File: config.mk
export PLATFORM = sky130hd
export DESIGN_NAME = wb_stage
export DESIGN_NICKNAME = d
export VERILOG_FILES = /design/src/rtl/wb_pkg.sv /design/src/rtl/wb_result_mux.sv /design/src/rtl/wb_stage.sv
export SDC_FILE = /design/constraint.sdc
export NUM_CORES = 1
export LEC_CHECK = 0
export CAP_MARGIN = 10
export CORE_UTILIZATION = 30
export DETAILED_ROUTE_END_ITERATION = 8
export SETUP_SLACK_MARGIN = 0.2
export SYNTH_ARGS = -nofsm -noshare
export SYNTH_HDL_FRONTEND = slang
export SYNTH_HIERARCHICAL = 1
export SYNTH_SLANG_ARGS = --single-unit
File: constraint.sdc
create_clock -name clk -period 4.58 [get_ports clk]
set_clock_uncertainty 0.1 [all_clocks]
set_input_delay 1.374 -clock clk [delete_from_list [all_inputs] [get_ports clk]]
set_output_delay 1.374 -clock clk [all_outputs]
set_load 0.05 [all_outputs]
File: src/rtl/wb_pkg.sv
`default_nettype none
// ============================================================================
// Module      : wb_pkg
// Description : Shared definitions for the write-back stage: result-source
//               select encodings and the stage FSM state type.
// Revision    : 1.0 - initial release
// ============================================================================
package wb_pkg;

    // Result-source select carried with each EX instruction.
    // 2'b11 is reserved and decodes as ALU.
    localparam logic [1:0] WB_SEL_RS  = 2'b00;
    localparam logic [1:0] WB_SEL_ALU = 2'b01;
    localparam logic [1:0] WB_SEL_MEM = 2'b10;

    typedef enum logic [1:0] {
        IDLE     = 2'd0,
        FULL     = 2'd1,
        WAIT_MEM = 2'd2
    } wb_state_t;

endpackage : wb_pkg
`default_nettype wire

File: src/rtl/wb_result_mux.sv
`default_nettype none
// ============================================================================
// Module      : wb_result_mux
// Description : Combinational select of the value latched into the EX/WB
//               entry. RS selects the Rs operand; ALU, reserved 2'b11 and MEM
//               all pass the ALU result (MEM data is overwritten later by the
//               load return).
// Ports       : sel_i   - result-source select (wb_pkg encodings)
//               alu_i   - ALU result
//               rs_i    - Rs operand value
//               data_o  - selected value
// Revision    : 1.0 - initial release
// ============================================================================
module wb_result_mux
    import wb_pkg::*;
#(
    parameter int DW = 8
) (
    input  logic [1:0]    sel_i,
    input  logic [DW-1:0] alu_i,
    input  logic [DW-1:0] rs_i,
    output logic [DW-1:0] data_o
);

    assign data_o = (sel_i == WB_SEL_RS) ? rs_i : alu_i;

endmodule : wb_result_mux
`default_nettype wire

File: src/rtl/wb_stage.sv
`default_nettype none
// ============================================================================
// Module      : wb_stage
// Description : Write-back stage after EX. Holds one EX/WB entry, drives the
//               register-file write port, and stalls EX (ex_ready_o=0) while
//               a load is outstanding. Keeps a saturating count of cycles
//               spent waiting for load data.
// Config      : WB_BYPASS_EN - when defined, adds the fwd_* bypass port to
//               the hazard/forwarding logic.
// Ports       : clk, rst_n          - clock, async active-low reset
//               ex_*_i / ex_ready_o  - EX valid/ready handshake and payload
//               mem_rvalid_i/rdata_i - load data return
//               wb_we_o/rd_o/data_o  - register-file write port
//               stall_cnt_o          - saturating WAIT_MEM cycle count
//               fwd_*_o              - bypass port (WB_BYPASS_EN only)
// Revision    : 1.0 - initial release
// ============================================================================
module wb_stage
    import wb_pkg::*;
#(
    parameter int DW      = 8,
    parameter int RW      = 3,
    parameter int R0_ZERO = 1,
    parameter int CNT_W   = 16
) (
    input  logic             clk,
    input  logic             rst_n,
    input  logic             ex_valid_i,
    output logic             ex_ready_o,
    input  logic [DW-1:0]    ex_alu_data_i,
    input  logic [DW-1:0]    ex_rs_data_i,
    input  logic [RW-1:0]    ex_rd_i,
    input  logic [1:0]       ex_sel_i,
    input  logic             ex_reg_write_i,
    input  logic             mem_rvalid_i,
    input  logic [DW-1:0]    mem_rdata_i,
    output logic             wb_we_o,
    output logic [RW-1:0]    wb_rd_o,
    output logic [DW-1:0]    wb_data_o,
`ifdef WB_BYPASS_EN
    output logic             fwd_valid_o,
    output logic             fwd_pend_o,
    output logic [RW-1:0]    fwd_rd_o,
    output logic [DW-1:0]    fwd_data_o,
`endif
    output logic [CNT_W-1:0] stall_cnt_o
);

    wb_state_t        state_q;
    logic [RW-1:0]    rd_q;
    logic             reg_write_q;
    logic [DW-1:0]    data_q;
    logic [CNT_W-1:0] stall_cnt_q;

    logic [DW-1:0]    sel_data_d;
    logic             accept_d;

    wb_result_mux #(
        .DW (DW)
    ) u_result_mux (
        .sel_i  (ex_sel_i),
        .alu_i  (ex_alu_data_i),
        .rs_i   (ex_rs_data_i),
        .data_o (sel_data_d)
    );

    // Ready depends on state only so there is no combinational path back
    // into EX through ex_valid_i.
    assign ex_ready_o = (state_q != WAIT_MEM);
    assign accept_d   = ex_valid_i && ex_ready_o;

    always_ff @(posedge clk or negedge rst_n) begin
        if (!rst_n) begin
            state_q     <= IDLE;
            rd_q        <= '0;
            reg_write_q <= 1'b0;
            data_q      <= '0;
            stall_cnt_q <= '0;
        end else begin
            case (state_q)
                IDLE, FULL: begin
                    // FULL retires its entry this cycle, so a new instruction
                    // can be taken back-to-back without a bubble.
                    if (accept_d) begin
                        rd_q        <= ex_rd_i;
                        reg_write_q <= ex_reg_write_i;
                        data_q      <= sel_data_d;
                        state_q     <= (ex_sel_i == WB_SEL_MEM) ? WAIT_MEM : FULL;
                    end else begin
                        state_q <= IDLE;
                    end
                end
                WAIT_MEM: begin
                    if (stall_cnt_q != {CNT_W{1'b1}}) begin
                        stall_cnt_q <= stall_cnt_q + CNT_W'(1);
                    end
                    if (mem_rvalid_i) begin
                        data_q  <= mem_rdata_i;
                        state_q <= FULL;
                    end
                end
                default: begin
                    state_q <= IDLE;
                end
            endcase
        end
    end

    assign wb_we_o     = (state_q == FULL) && reg_write_q
                         && !((R0_ZERO != 0) && (rd_q == '0));
    assign wb_rd_o     = rd_q;
    assign wb_data_o   = data_q;
    assign stall_cnt_o = stall_cnt_q;

`ifdef WB_BYPASS_EN
    assign fwd_valid_o = wb_we_o;
    // While waiting, rd_q already holds the load destination, so the hazard
    // unit can use fwd_rd_o to stall dependants.
    assign fwd_pend_o  = (state_q == WAIT_MEM) && reg_write_q;
    assign fwd_rd_o    = rd_q;
    assign fwd_data_o  = data_q;
`endif

endmodule : wb_stage
`default_nettype wire

# Word-level counts from Yosys, hierarchy flattened
# Cells that the tools add are included.
totals:
  regBits: 30
  out_inout_bits: 29
op_classes:
  add_sub_neg: 1
  n_eq_ne: 7
  mux: 8
  reduce_logical: 12
ops:
  columns: ["op", "count"]
  rows:
  - ["$mux W8", 3]
  - ["$add A16 B1 Y16 const B", 1]
  - ["$ne A16 B16 Y1 const B", 1]
  - ["$pmux W8 S2", 1]
  - ["$mux W2", 3]
  - ["$ne A2 B2 Y1 const B", 3]
  - ["$eq A2 B2 Y1 const B", 2]
  - ["$logic_not A2 Y1", 2]
  - ["$pmux W2 S2", 1]
  - ["$reduce_and A2 Y1", 2]
  - ["$logic_and A1 B1 Y1", 3]
  - ["$logic_not A3 Y1", 1]
  - ["$reduce_and A3 Y1", 1]
  - ["$eq A2 B1 Y1 const B", 1]
  - ["$reduce_bool A2 Y1", 1]
  - ["$reduce_or A2 Y1", 1]
  - ["$logic_not A1 Y1", 1]

# Longest topological paths before layout
depth:
  depth_word: 4
  depth_mapped: 6

# By module
# Netlist, hierarchy kept.
modules_own_cells:
  columns: ["mod", "n_inst", "cells_each", "area_each_um2", "seq_area_each_um2"]
  rows:
  - ["wb_stage", 1, 124, 1408.9, 750.7]
  - ["wb_result_mux", 1, 9, 101.3, 0.0]

# Least setup slack after synthesis
# Ideal clock, no wire load.
synth_path:
  path_kind: "register -> output"
  startpoint: "register rd_q[1] (netlist: wb_rd_o[1])"
  endpoint: "output port wb_we_o"
  t_arrival_ps: 1840
  slack_ps: 1266
  path_stages_with_launch: 3
  path_buffers: 0
  path_cell_list: "dfrtp_1 > nor3_1 > nor3_1"
synth_via:
  elab_chain_cells: 3
synth_rtl:
  columns: ["element", "line_no", "rtl"]
  rows:
  - ["from (decl)", "wb_stage.sv:50", "logic [RW-1:0] rd_q;"]
  - ["from (signal assigned)", "wb_stage.sv:85", "rd_q <= ex_rd_i;"]
  - ["$logic_not A3 Y1", "wb_stage.sv:110", "&& !((R0_ZERO != 0) && (rd_q == '0));"]
  - ["$logic_not A1 Y1", "wb_stage.sv:110", null]
  - ["$logic_and A1 B1 Y1", "wb_stage.sv:110", null]
  - ["to (decl)", "wb_stage.sv:37", "output logic wb_we_o,"]
# Every way passes these cells.

# Final worst setup path
layout_path:
  startpoint: "register state_q[1]"
  endpoint: "output port ex_ready_o"
layout_via:
  elab_chain_cells: 1
layout_rtl:
  columns: ["element", "line_no", "rtl"]
  rows:
  - ["from (decl)", "wb_stage.sv:49", "wb_state_t state_q;"]
  - ["from (signal assigned)", "wb_stage.sv:88", "state_q <= (ex_sel_i == WB_SEL_MEM) ? WAIT_MEM : FULL;"]
  - ["$ne A2 B2 Y1", "wb_stage.sv:69", "assign ex_ready_o = (state_q != WAIT_MEM);"]
  - ["to (decl)", "wb_stage.sv:29", "output logic ex_ready_o,"]
# Every way passes these cells.

==> results.md <==
* H-tree lvl count at 2
* Largest net degree at the start of global routing at 31
* Post-CTS setup buffers at 0
* Num rows at 25
* Synth cell types at 35
* Reg power frac at 0.371
* Final wirelength at 3.36 mm
* Worst Path Buf+Inv at 2
* Slowest-stage cell, CP: clkdlybuf4s50_1
* First-pass GRT wire length at 5.48 mm
* Num CTS Buffers at 5
* Critical Path, Cell by Cell: and2b_2 -> inv_2 -> clkdlybuf4s50_1
* Hold_ws at 393 ps
* Initial DRC count at 41
* GRT overflow at 0
* Antenna violations before repair at 0
* Worst EP required at 3110 ps
* CP Depth at 3
* Pins Over Slew Limit at 0
* Cell count of the worst reg-to-reg path at 5
* Total Routing Usage GR at 0.140
* RSZ-0062 raised after global routing: no
* Final setup vio count at 0
* I/O pin count at 63
* Syn Nets at 168
* Most common cell after layout, fill and taps aside: clkdlybuf4s50_1
* Psw at 326 uW
* Most frequent cells in the layout: clkdlybuf4s50_1 (62), dfrtp_1 (30), nand2_1 (15), mux2_2 (12), xor2_1 (12)
* Part of the Yosys area used for sequential elements at 0.497
* Fin nets at 235
* CP max stage delay at 820 ps
* # port buffers at 62
* Clock share of power at 0.287
* Final Hold Viols at 0
* Pwr dens at 393 nW/um^2
* Die area at 5320 um^2
* Routability cong. at slightly above 0.7
* Ys Warns at 6
* Reg-to-Reg End: stall_cnt_o[15]
* Final HPWL DP at around 2.6 mm
* Cell count after synthesis at 133
* Crit-path max FO at 14
* CTS Hold Buffers Added at 0
* Chip height at 73.0 um
* Clk buf depth at 2
* Drt drc at 0
* Area contributors post-synth: dfrtp_1 (50%), mux2_2 (8.9%), xor2_1 (7.0%)
* Wire per inst at 12.5 um
* Final core utilization at 0.485
* Int Power at 587 uW
* Non-filler instance count after layout at 268
* Core Area at roughly 4800 um^2
* Reg2reg start: state_q[0]
* Final ANT Viol Nets at 0
* Vias at 1248
* Min cycle time layout at 3470 ps
* Status: completed
* R2R setup slack at 2430 ps
* Sw Share at 0.357
* Clk root buf: clkbuf_8
* Post_cts resized at 0
* CP Capture Point: ex_ready_o
* Comb pwr share at 0.342
* Number of vias per cell at ~4.7
* Critical path class: flip-flop to primary output
* Crit. Startpoint: state_q[1]
* Fin Setup TNS at 0 ps
* Largest area contributor in the netlist: dfrtp_1
* Pre-antenna DRT Iters at 4
* Area of the mapped netlist at 1510 um^2
* Die W at 73.0 um
* Area grow syn2layout at 53.7%
* Worst-Margin Slew at roughly 910 ps
* Tcrit/Tclk final at 0.759
* Clock latency on the worst-skew pair at about 280 ps
* Crit path max-delay family: buffers and inverters
* Worst min-delay path category: flip-flop to flip-flop
* Yosys reg bits at 30
* CTS clock-pin slew for the worst setup and hold paths at 70 ps
* FMAX at 0.288 GHz
* Yosys top cell area share at 0.497
* TritonCTS clock tree: built
* # diodes at 0
* Avg Cell Area, Syn at between 10 and 15 um^2
* # placed instances at 260
* Leakage power at 0.000990 uW
* Maxcap violations at 0
* WP data arrival at 2000 ps
* CTS sink count at 30
* Initial Util at 0.316
* Share of layout cells above drive strength 1 at 0.144
* Startpoint types: flip-flop
* Max IR drop VDD at 0.140 mV
* Rel. slew slack at 0.391
* Vias in the first global route at about 1200
* Crit path capture type: primary output
==> worst min-delay path by stage <==
stage / cells after the start / from / slack, ps / endpoint
after floorplan: 1 / reg_write_q / 380 / reg_write_q
after global placement: 2 / wb_data_o[1] / 370 / wb_data_o[1]
after detailed placement: 2 / wb_data_o[2] / 380 / wb_data_o[2]
after CTS: 2 / wb_data_o[2] / 400 / wb_data_o[2]
after global routing: 2 / wb_data_o[2] / 420 / wb_data_o[2]
final: 1 / stall_cnt_o[15] / 390 / stall_cnt_o[15]
==> routing by layer <==
layer  vias to the layer above  global-route usage  part of all wire
li1                        606                   -                 -
met1                       579               0.164              0.43
met2                        59               0.226              0.48
met3                         4              0.0622             0.086
met4                         0              0.0523            0.0092
met5                         -                   0                 0
==> power groups by stage <==
stage               combinational, uW  clock, uW  sequential, uW
CTS                               315        271             339
floorplan                        70.6          0             458
global placement                  310          0             342
global route                      329        284             344
finish                            312        262             338
detailed placement                315          0             342
==> cells in the mapped netlist (all sizes together) <==
library cell / count
a22o: 1
nor3: 6
nand2b: 1
or4: 1
o32ai: 1
nor4: 4
o311ai: 1
a21oi: 1
dfrtp: 30
buf: 1
ha: 1
or2: 1
mux2: 13
inv: 3
o21ai: 8
nor2b: 1
clkbuf: 2
xor2: 12
nand3b: 1
and3: 1
nor2: 7
and2b: 1
mux2i: 8
nand3: 5
and4bb: 1
nand2: 15
nand4: 3
xnor2: 3
==> kinds of logic (layout without fill, tap and decap cells) <==
| group | count (synthesis) | after routing | synth area share |
|---|---|---|---|
| DFF | 30 | 30 | 0.497 |
| muxes | 21 | 21 | 0.150 |
| and+or+nand+nor | 48 | 48 | 0.191 |
| adders and majority gates | 1 | 1 | 0.00828 |
| AOI/OAI and AO/OA | 12 | 12 | 0.0522 |
| xor gates and xnor gates | 15 | 15 | 0.0870 |
| buffers and inverters | 6 | 74 | 0.0149 |
==> through the flow <==
| step | instance area [um^2] | power (uW) | setup slack, ps |
|---|---|---|---|
| floorplan | 1510 | 529 | 1270 |
| global placement | 2210 | 652 | 1410 |
| detailed placement | 2210 | 657 | 1290 |
| CTS | 2320 | 924 | 1070 |
| global route | 2320 | 957 | 1010 |
| finish | 2320 | 913 | 1110 |
==> registers in the layout (all words and copies together) (netlist names) <==
register / count
state_q: 2
reg_write_q: 1
stall_cnt_o: 16
wb_data_o: 8
wb_rd_o: 3
==> cell type report <==
class                      instances  area, um^2
inverter                           3        11.3
timing repair buffer              63         628
tap                               67        83.8
sequential                        30         751
fill                             449        2460
clock buffer                       6        72.6
clock inverter                     2        37.5
multi-input combinational         97         737
(Power assumes the default switching activity.)
